### src/rtl/spi_burst_reg_bridge.sv
// SPI mode-0 slave bridging serial frames to a TinyQV peripheral register port.
// Frame: command byte (bit7 = write, low ADDR_W bits = start address), then
// one or more data bytes. Burst accesses auto-increment the address modulo
// 2^ADDR_W. Reads pulse reg_rd_stb when a byte is fetched from reg_data_i so
// read-side-effect registers see exactly one access per byte shifted out.
module spi_burst_reg_bridge #(
    parameter int ADDR_W = 4,
    parameter int DATA_W = 8
) (
    input  logic              clk,
    input  logic              rst,
    input  logic              ena,
    input  logic              spi_cs_n,
    input  logic              spi_clk,
    input  logic              spi_mosi,
    output logic              spi_miso,
    output logic [ADDR_W-1:0] reg_addr,
    input  logic [DATA_W-1:0] reg_data_i,
    output logic [DATA_W-1:0] reg_data_o,
    output logic              reg_data_o_dv,
    output logic              reg_rd_stb
);

    typedef enum logic [1:0] {
        S_IDLE,
        S_CMD,
        S_WDATA,
        S_RDATA
    } state_t;

    state_t              r_state;
    logic                r_sck_prev;
    logic                r_armed;      // cs_n seen high since reset
    logic [2:0]          r_bit_cnt;
    logic [DATA_W-2:0]   r_shift_in;   // bits already received of the current byte
    logic [DATA_W-2:0]   r_shift_out;  // bits still to be sent after the current one
    logic                r_load_pend;  // next SCK fall fetches a fresh read byte
    logic                r_miso;
    logic [ADDR_W-1:0]   r_addr;
    logic [DATA_W-1:0]   r_data_o;
    logic                r_wr_stb;
    logic                r_rd_stb;

    logic                w_rise;
    logic                w_fall;
    logic                w_last_bit;
    logic [DATA_W-1:0]   w_byte;

    // SCK edges in the clk domain; disabled bridge sees no edges at all
    assign w_rise     = ena & spi_clk & ~r_sck_prev;
    assign w_fall     = ena & ~spi_clk & r_sck_prev;
    assign w_last_bit = (r_bit_cnt == 3'd7);
    assign w_byte     = {r_shift_in, spi_mosi};

    // Frame FSM, shift registers, address counter and strobes
    // NOTE: every register here is assigned with <= so all branches see the
    // pre-edge values, matching the flops the synthesizer builds.
    always_ff @(posedge clk) begin
        if (rst) begin
            r_state     <= S_IDLE;
            r_sck_prev  <= 1'b0;
            r_armed     <= 1'b0;
            r_bit_cnt   <= 3'd0;
            r_shift_in  <= '0;
            r_shift_out <= '0;
            r_load_pend <= 1'b0;
            r_miso      <= 1'b0;
            r_addr      <= '0;
            r_data_o    <= '0;
            r_wr_stb    <= 1'b0;
            r_rd_stb    <= 1'b0;
        end else begin
            r_sck_prev <= spi_clk;
            // NOTE: strobes default low each cycle so a set below lasts one clk.
            r_wr_stb   <= 1'b0;
            r_rd_stb   <= 1'b0;

            // Address advances the clk after the write strobe, so the strobe
            // cycle still presents the written address.
            if (r_wr_stb) begin
                r_addr <= r_addr + ADDR_W'(1);
            end

            if (!ena) begin
                r_miso <= 1'b0;
            end

            if (spi_cs_n) begin
                // Deselect wins over any SCK edge; a partial byte is dropped.
                r_state     <= S_IDLE;
                r_armed     <= 1'b1;
                r_bit_cnt   <= 3'd0;
                r_load_pend <= 1'b0;
                r_miso      <= 1'b0;
            end else begin
                case (r_state)
                    S_IDLE: begin
                        // Unarmed means reset hit mid-frame: wait for cs_n high.
                        if (r_armed) begin
                            r_state   <= S_CMD;
                            r_bit_cnt <= 3'd0;
                        end
                    end

                    S_CMD: begin
                        if (w_rise) begin
                            r_shift_in <= w_byte[DATA_W-2:0];
                            r_bit_cnt  <= r_bit_cnt + 3'd1;
                            if (w_last_bit) begin
                                r_addr <= w_byte[ADDR_W-1:0];
                                if (w_byte[DATA_W-1]) begin
                                    r_state <= S_WDATA;
                                end else begin
                                    r_state     <= S_RDATA;
                                    r_load_pend <= 1'b1;
                                end
                            end
                        end
                    end

                    S_WDATA: begin
                        if (w_rise) begin
                            r_shift_in <= w_byte[DATA_W-2:0];
                            r_bit_cnt  <= r_bit_cnt + 3'd1;
                            if (w_last_bit) begin
                                r_data_o <= w_byte;
                                r_wr_stb <= 1'b1;
                            end
                        end
                    end

                    S_RDATA: begin
                        if (w_fall) begin
                            if (r_load_pend) begin
                                r_shift_out <= reg_data_i[DATA_W-2:0];
                                r_miso      <= reg_data_i[DATA_W-1];
                                r_rd_stb    <= 1'b1;
                                r_load_pend <= 1'b0;
                            end else begin
                                r_miso      <= r_shift_out[DATA_W-2];
                                r_shift_out <= {r_shift_out[DATA_W-3:0], 1'b0};
                            end
                        end else if (w_rise) begin
                            r_bit_cnt <= r_bit_cnt + 3'd1;
                            if (w_last_bit) begin
                                r_addr      <= r_addr + ADDR_W'(1);
                                r_load_pend <= 1'b1;
                            end
                        end
                    end

                    default: r_state <= S_IDLE;
                endcase
            end
        end
    end

    assign spi_miso      = r_miso;
    assign reg_addr      = r_addr;
    assign reg_data_o    = r_data_o;
    assign reg_data_o_dv = r_wr_stb;
    assign reg_rd_stb    = r_rd_stb;

endmodule

### config.mk
export PLATFORM = sky130hd
export DESIGN_NAME = spi_burst_reg_bridge
export DESIGN_NICKNAME = d
export VERILOG_FILES = /design/src/rtl/spi_burst_reg_bridge.sv
export SDC_FILE = /design/constraint.sdc
export NUM_CORES = 1
export LEC_CHECK = 0
export CORE_UTILIZATION = 45
export DETAILED_ROUTE_END_ITERATION = 12
export GPL_ROUTABILITY_DRIVEN = 0
export PLACE_DENSITY = 0.69
export SLEW_MARGIN = 20
export SYNTH_ARGS = -nofsm -noshare
export SYNTH_HDL_FRONTEND = slang
export SYNTH_SLANG_ARGS = --single-unit
### constraint.sdc
create_clock -name clk -period 2 [get_ports clk]
set_clock_uncertainty 0.15 [all_clocks]
set_input_delay 0.4 -clock clk [delete_from_list [all_inputs] [get_ports clk]]
set_output_delay 0.4 -clock clk [all_outputs]
set_load 0.02 [all_outputs]
## After elaboration in Yosys (flattened, before gate mapping)

Cells that the tools add are included.

| cells by class | value |
|---|---|
| add/subtract/negate cells | 2 |
| equal/unequal tests | 11 |
| multiplexer cells | 31 |
| bitwise logic cells | 11 |
| reductions and logical operators | 13 |

Operator list:

| kind | count |
|---|---|
| $mux W4 | 7 |
| $mux W1 | 13 |
| $ne A2 B2 Y1 const B | 5 |
| $mux W3 | 3 |
| $pmux W3 S3 | 1 |
| $pmux W4 S2 | 1 |
| $reduce_and A4 Y1 | 2 |
| $reduce_or A4 Y1 | 2 |
| $mux W7 | 1 |
| $not A1 Y1 | 7 |
| $mux W2 | 3 |
| $ne A3 B3 Y1 const B | 2 |
| $reduce_and A3 Y1 | 2 |
| $reduce_and A6 Y1 | 1 |
| $add A4 B1 Y4 const B | 1 |
| $and A1 B1 Y1 | 4 |
| $eq A2 B2 Y1 const B | 2 |
| $pmux W2 S2 | 1 |
| $reduce_bool A2 Y1 | 2 |
| $reduce_or A2 Y1 | 2 |
| $add A3 B1 Y3 const B | 1 |
| $eq A3 B3 Y1 const B | 1 |
| $eq A2 B1 Y1 const B | 1 |
| $logic_not A2 Y1 | 1 |
| other kinds (2) | 2 |

| word-level totals | value |
|---|---|
| register bits after elaboration | 37 |
| input port bits | 14 |
| output and inout bits | 15 |
| word-level logic and storage cells | 80 |

## Longest topological paths before layout

| depth | value |
|---|---|
| depth in word-level cells | 7 |
| mapped depth | 7 |
| mapped depth without buffers | 6 |

## Worst setup path before layout

No wires, ideal clock.

| timing | value |
|---|---|
| kind | reg-to-reg |
| from | register r_bit_cnt[0] |
| to | register r_load_pend |
| setup time | 0.119 ns |
| data arrival time | 1.534 ns |
| required time | 1.731 ns |
| setup slack | 0.197 ns |
| cell stages (with the launch flop) | 8 |
| buffers on the path | 1 |
| period minus slack after synthesis | 1.803 ns |
| cell sequence | dfxtp_1 > ha_1 > ha_1 > and4b_1 > buf_4 > o21ai_0 > o21ai_0 > o221a_2 |

| between the ends | value |
|---|---|
| longest elaborated chain between the ends | 3 |
| elaborated cells on any way between the ends | 4 |
| classes of those cells | eq/ne (3); reduce/logical (1) |

Ends and longest elaborated chain:

| item | RTL line | RTL |
|---|---|---|
| start: declaration | 34 | `logic [2:0] r_bit_cnt;` |
| start signal: assignment | 108 | `r_bit_cnt <= r_bit_cnt + 3'd1;` |
| start signal: assignment | 124 | `r_bit_cnt <= r_bit_cnt + 3'd1;` |
| start signal: assignment | 144 | `r_bit_cnt <= r_bit_cnt + 3'd1;` |
| $eq A3 B3 Y1 * | 52 | `assign w_last_bit = (r_bit_cnt == 3'd7);` |
| via w_last_bit | 46 | `logic w_last_bit;` |
| $ne A3 B3 Y1 (no line) or $ne A2 B2 Y1 (tied branches) | n/a |  |
| $reduce_and A6 Y1 (no line) * | n/a |  |
| end signal: assignment | 66 | `r_load_pend <= 1'b0;` |
| end signal: assignment | 93 | `r_load_pend <= 1'b0;` |
| end signal: assignment | 115 | `r_load_pend <= 1'b1;` |
| end: declaration | 37 | `logic r_load_pend;` |

Mark *: on every way through the listed nets, which the timed path passes. The rest lies on a longest branch.
A chain may end at the register's enable or synchronous reset.

## Final worst setup path

| timing | value |
|---|---|
| from | register r_addr[0], in the netlist reg_addr[0] |
| to | output port reg_addr[0] |

RTL lines:

| item | RTL line | RTL |
|---|---|---|
| start: declaration | 39 | `logic [ADDR_W-1:0] r_addr;` |
| start signal: assignment | 81 | `r_addr <= r_addr + ADDR_W'(1);` |
| start signal: assignment | 110 | `r_addr <= w_byte[ADDR_W-1:0];` |
| start signal: assignment | 146 | `r_addr <= r_addr + ADDR_W'(1);` |
| end: declaration | 17 | `output logic [ADDR_W-1:0] reg_addr,` |

No word-level cell between the ends.

==> impl_metrics.env <==
export IMPL_status="completed"
export IMPL_antenna_found_initial=0
export IMPL_grt_usage_pct=20.5
export IMPL_netlist_area_um2=1730
export IMPL_dpl_worst_slack_ns=-0.0696
export IMPL_path_clk_slew_ns=0.07
export IMPL_yosys_warnings=0
export IMPL_reg2reg_to="reg_addr[3]"
export IMPL_h_tree_depth=2
export IMPL_synth_edf_count=0
export IMPL_chipWidth_um=64.0
export IMPL_first_pass_iters=5
export IMPL_core_area_um2=3660
export IMPL_rsz0062_at_grt="no"
export IMPL_ir_drop_v=0.000587
export IMPL_use_met1_pct=22.6
export IMPL_cts_path_max_buffers=2
export IMPL_grt_max_degree=32
export IMPL_drt_iter0_markers=59
export IMPL_drc_errors=0
export IMPL_syn_inst=190
export IMPL_drv_slew=0
export IMPL_cap_violations=0
export IMPL_ioPinCount=29
export IMPL_placed_cells=272
export IMPL_cpMaxStageDelayCell="clkdlybuf4s50_1"
export IMPL_area_growth_pct=30.9
export IMPL_holdBufCountCts=0
export IMPL_worst_setup_path_start_kind="flop"
export IMPL_cpPeakStageDelay_ns=0.64
export IMPL_grt_pass1_wl_um=6340
export IMPL_worst_hold_path_endpoint="reg_rd_stb"
export IMPL_vias_per_cell=5.40
export IMPL_hold_start="r_load_pend"
export IMPL_holdCritPathClass="flop to flop"
export IMPL_synth_area_per_cell_um2=9.10
export IMPL_stdcell_count=280
export IMPL_clock_latency_ns=0.29
export IMPL_arrival_ns=1.37
export IMPL_final_fill_count=306
export IMPL_p_per_area_nw_per_um2=669
export IMPL_setup_ws_ns=0.0764
export IMPL_cts_sinks=37
export IMPL_synth_top_area_share_pct=42.8
export IMPL_timing_slew_headroom_pct=72.2
export IMPL_cp_top_family="buffers and inverters"
export IMPL_cts_resized=0
export IMPL_crit_chain="clkdlybuf4s50_1"
export IMPL_cts_root_buffer="clkbuf_8"
export IMPL_async_flop_share_pct=0
export IMPL_ys_top_cells_by_area="dfxtp_1, mux2i_1, ha_1"
export IMPL_yosys_cell_types_count=42
export IMPL_final_cell_mix="dfxtp_1, clkdlybuf4s50_1, nor2_1"
export IMPL_max_freq_ghz=0.520
export IMPL_setup_tns_ns=0
export IMPL_met3_usage_pct=7.32
export IMPL_required_ns=1.45
export IMPL_cp_end_kind="output pin"
export IMPL_die_h_um=64.0
export IMPL_met2_usage_pct=34.8
export IMPL_dp_hpwl_um=2640
export IMPL_start_util_pct=47.2
export IMPL_ant_nets=0
export IMPL_ys_ff_latch=37
export IMPL_numCtsBuffers=5
export IMPL_worst_pin_slew_ns=0.417
export IMPL_finalHoldViolations=0
export IMPL_portBuffers=28
export IMPL_layout_drive_gt1_share_pct=13.4
export IMPL_cp_num_buf_inv=1
export IMPL_reg2reg_depth=6
export IMPL_cts_tree="yes"
export IMPL_r2r_start="r_bit_cnt[0]"
export IMPL_grt_pass1_vias=1484
export IMPL_synth_ff_type="dfxtp_1"
export IMPL_critPathMaxFanout=6
export IMPL_dieArea_um2=4090
export IMPL_setup_viol=0
export IMPL_vias=1511
export IMPL_rows=22
export IMPL_min_period_over_period_pct=96.2
export IMPL_syn_num_nets=211
export IMPL_drt_wl_total_um=3670
export IMPL_period_needed_ns=1.92
export IMPL_layout_nets=252
export IMPL_post_cts_setup_buffers=0
export IMPL_path_class="flop to output pin"
export IMPL_post_drt_wl_per_cell_um=13.1
export IMPL_leakagePower_uw=0.000869
export IMPL_synth_seq_area_share_pct=42.8
export IMPL_hold_depth=2
export IMPL_reg2reg_slack_ns=0.21
export IMPL_grt_ovfl_total=0
export IMPL_crit_start="reg_addr[0]"
export IMPL_final_common_cell="dfxtp_1"
export IMPL_yosysTopAreaCell="dfxtp_1"
export IMPL_antenna_cells=0
export IMPL_grt_busiest_layer="met2"
## worst max path at each step
stage / end / slack [ns] / cells after the start
after floorplan: r_load_pend / 0.20 / 7
after detailed placement: reg_addr[3] / -0.07 / 5
after CTS: reg_addr[0] / 0.07 / 1
after global placement: reg_addr[3] / -0.03 / 5
after global routing: reg_addr[0] / 0.02 / 1
final: reg_addr[0] / 0.08 / 1
## layout make-up
cell class                      count  area (um2)  area share (%)
Multi-Input combinational cell    136         900            39.7
Tap cell                           48        60.1            2.65
Clock buffer                        6        82.6            3.65
Timing Repair Buffer               45         420            18.6
Sequential cell                    37         741            32.7
Inverter                            6        22.5           0.995
Clock inverter                      2        37.5            1.66
## routing by layer
| metal | vias to the layer above | share of wire (%) |
|---|---|---|
| met2 | 34 | 47 |
| met5 | - | 0 |
| met3 | 4 | 5.1 |
| li1 | 766 | - |
| met4 | 0 | 1.4 |
| met1 | 707 | 46 |
## report_power, final
group	leakage (uW)	switching, uW	internal, uW	total (uW)
clock	0.0000574	271	405	676
sequential	0.000299	4.00	740	744
combinational	0.000513	46.9	48.0	94.9
total	0.000869	322	1190	1510
## sequential cells by signal, indices dropped and copies added (netlist names)
signal	flops
r_bit_cnt	3
reg_data_o_dv	1
spi_miso	1
r_sck_prev	1
reg_data_o	8
r_shift_in	7
r_shift_out	7
reg_addr	4
reg_rd_stb	1
r_load_pend	1
r_state	2
r_armed	1
## metrics by stage
stage / util, % / total power (uW) / hold WS (ns) / instance area (um2)
final: 61.8 / 1510 / 0.315 / 2260
after global routing: 61.8 / 1570 / 0.354 / 2260
after CTS: 61.8 / 1530 / 0.319 / 2260
after detailed placement: 58.5 / 856 / 0.306 / 2140
after global placement: 58.5 / 852 / 0.297 / 2140
after floorplan: - / 805 / 0.299 / 1730
## kinds of logic after synthesis
logic type                 after synthesis  synth area share (%)
and+or+nand+nor                         69                  20.6
DFF                                     37                  42.8
adders and majority gates                7                  5.06
AOI/OAI and AO/OA                       41                  15.6
buffers and inverters                   17                  5.14
muxes                                   16                  9.26
xor gates and xnor gates                 3                  1.52
## synthesized netlist by cell type (2+ instances only)
cell       n
a211oi_1   6
a21oi_1   12
a311oi_1   2
a31oi_1    3
a32o_1     2
and3b_1    2
buf_2      2
buf_4      2
buf_6      2
clkbuf_1   5
dfxtp_1   37
ha_1       7
inv_1      6
mux2i_1   16
nand2_1   17
nand3_1   12
nand4_1    2
nor2_1    19
nor2b_1    3
nor3_1     3
o21ai_0    6
o22ai_1    3
xnor2_1    2
(Power assumes the default switching activity.)
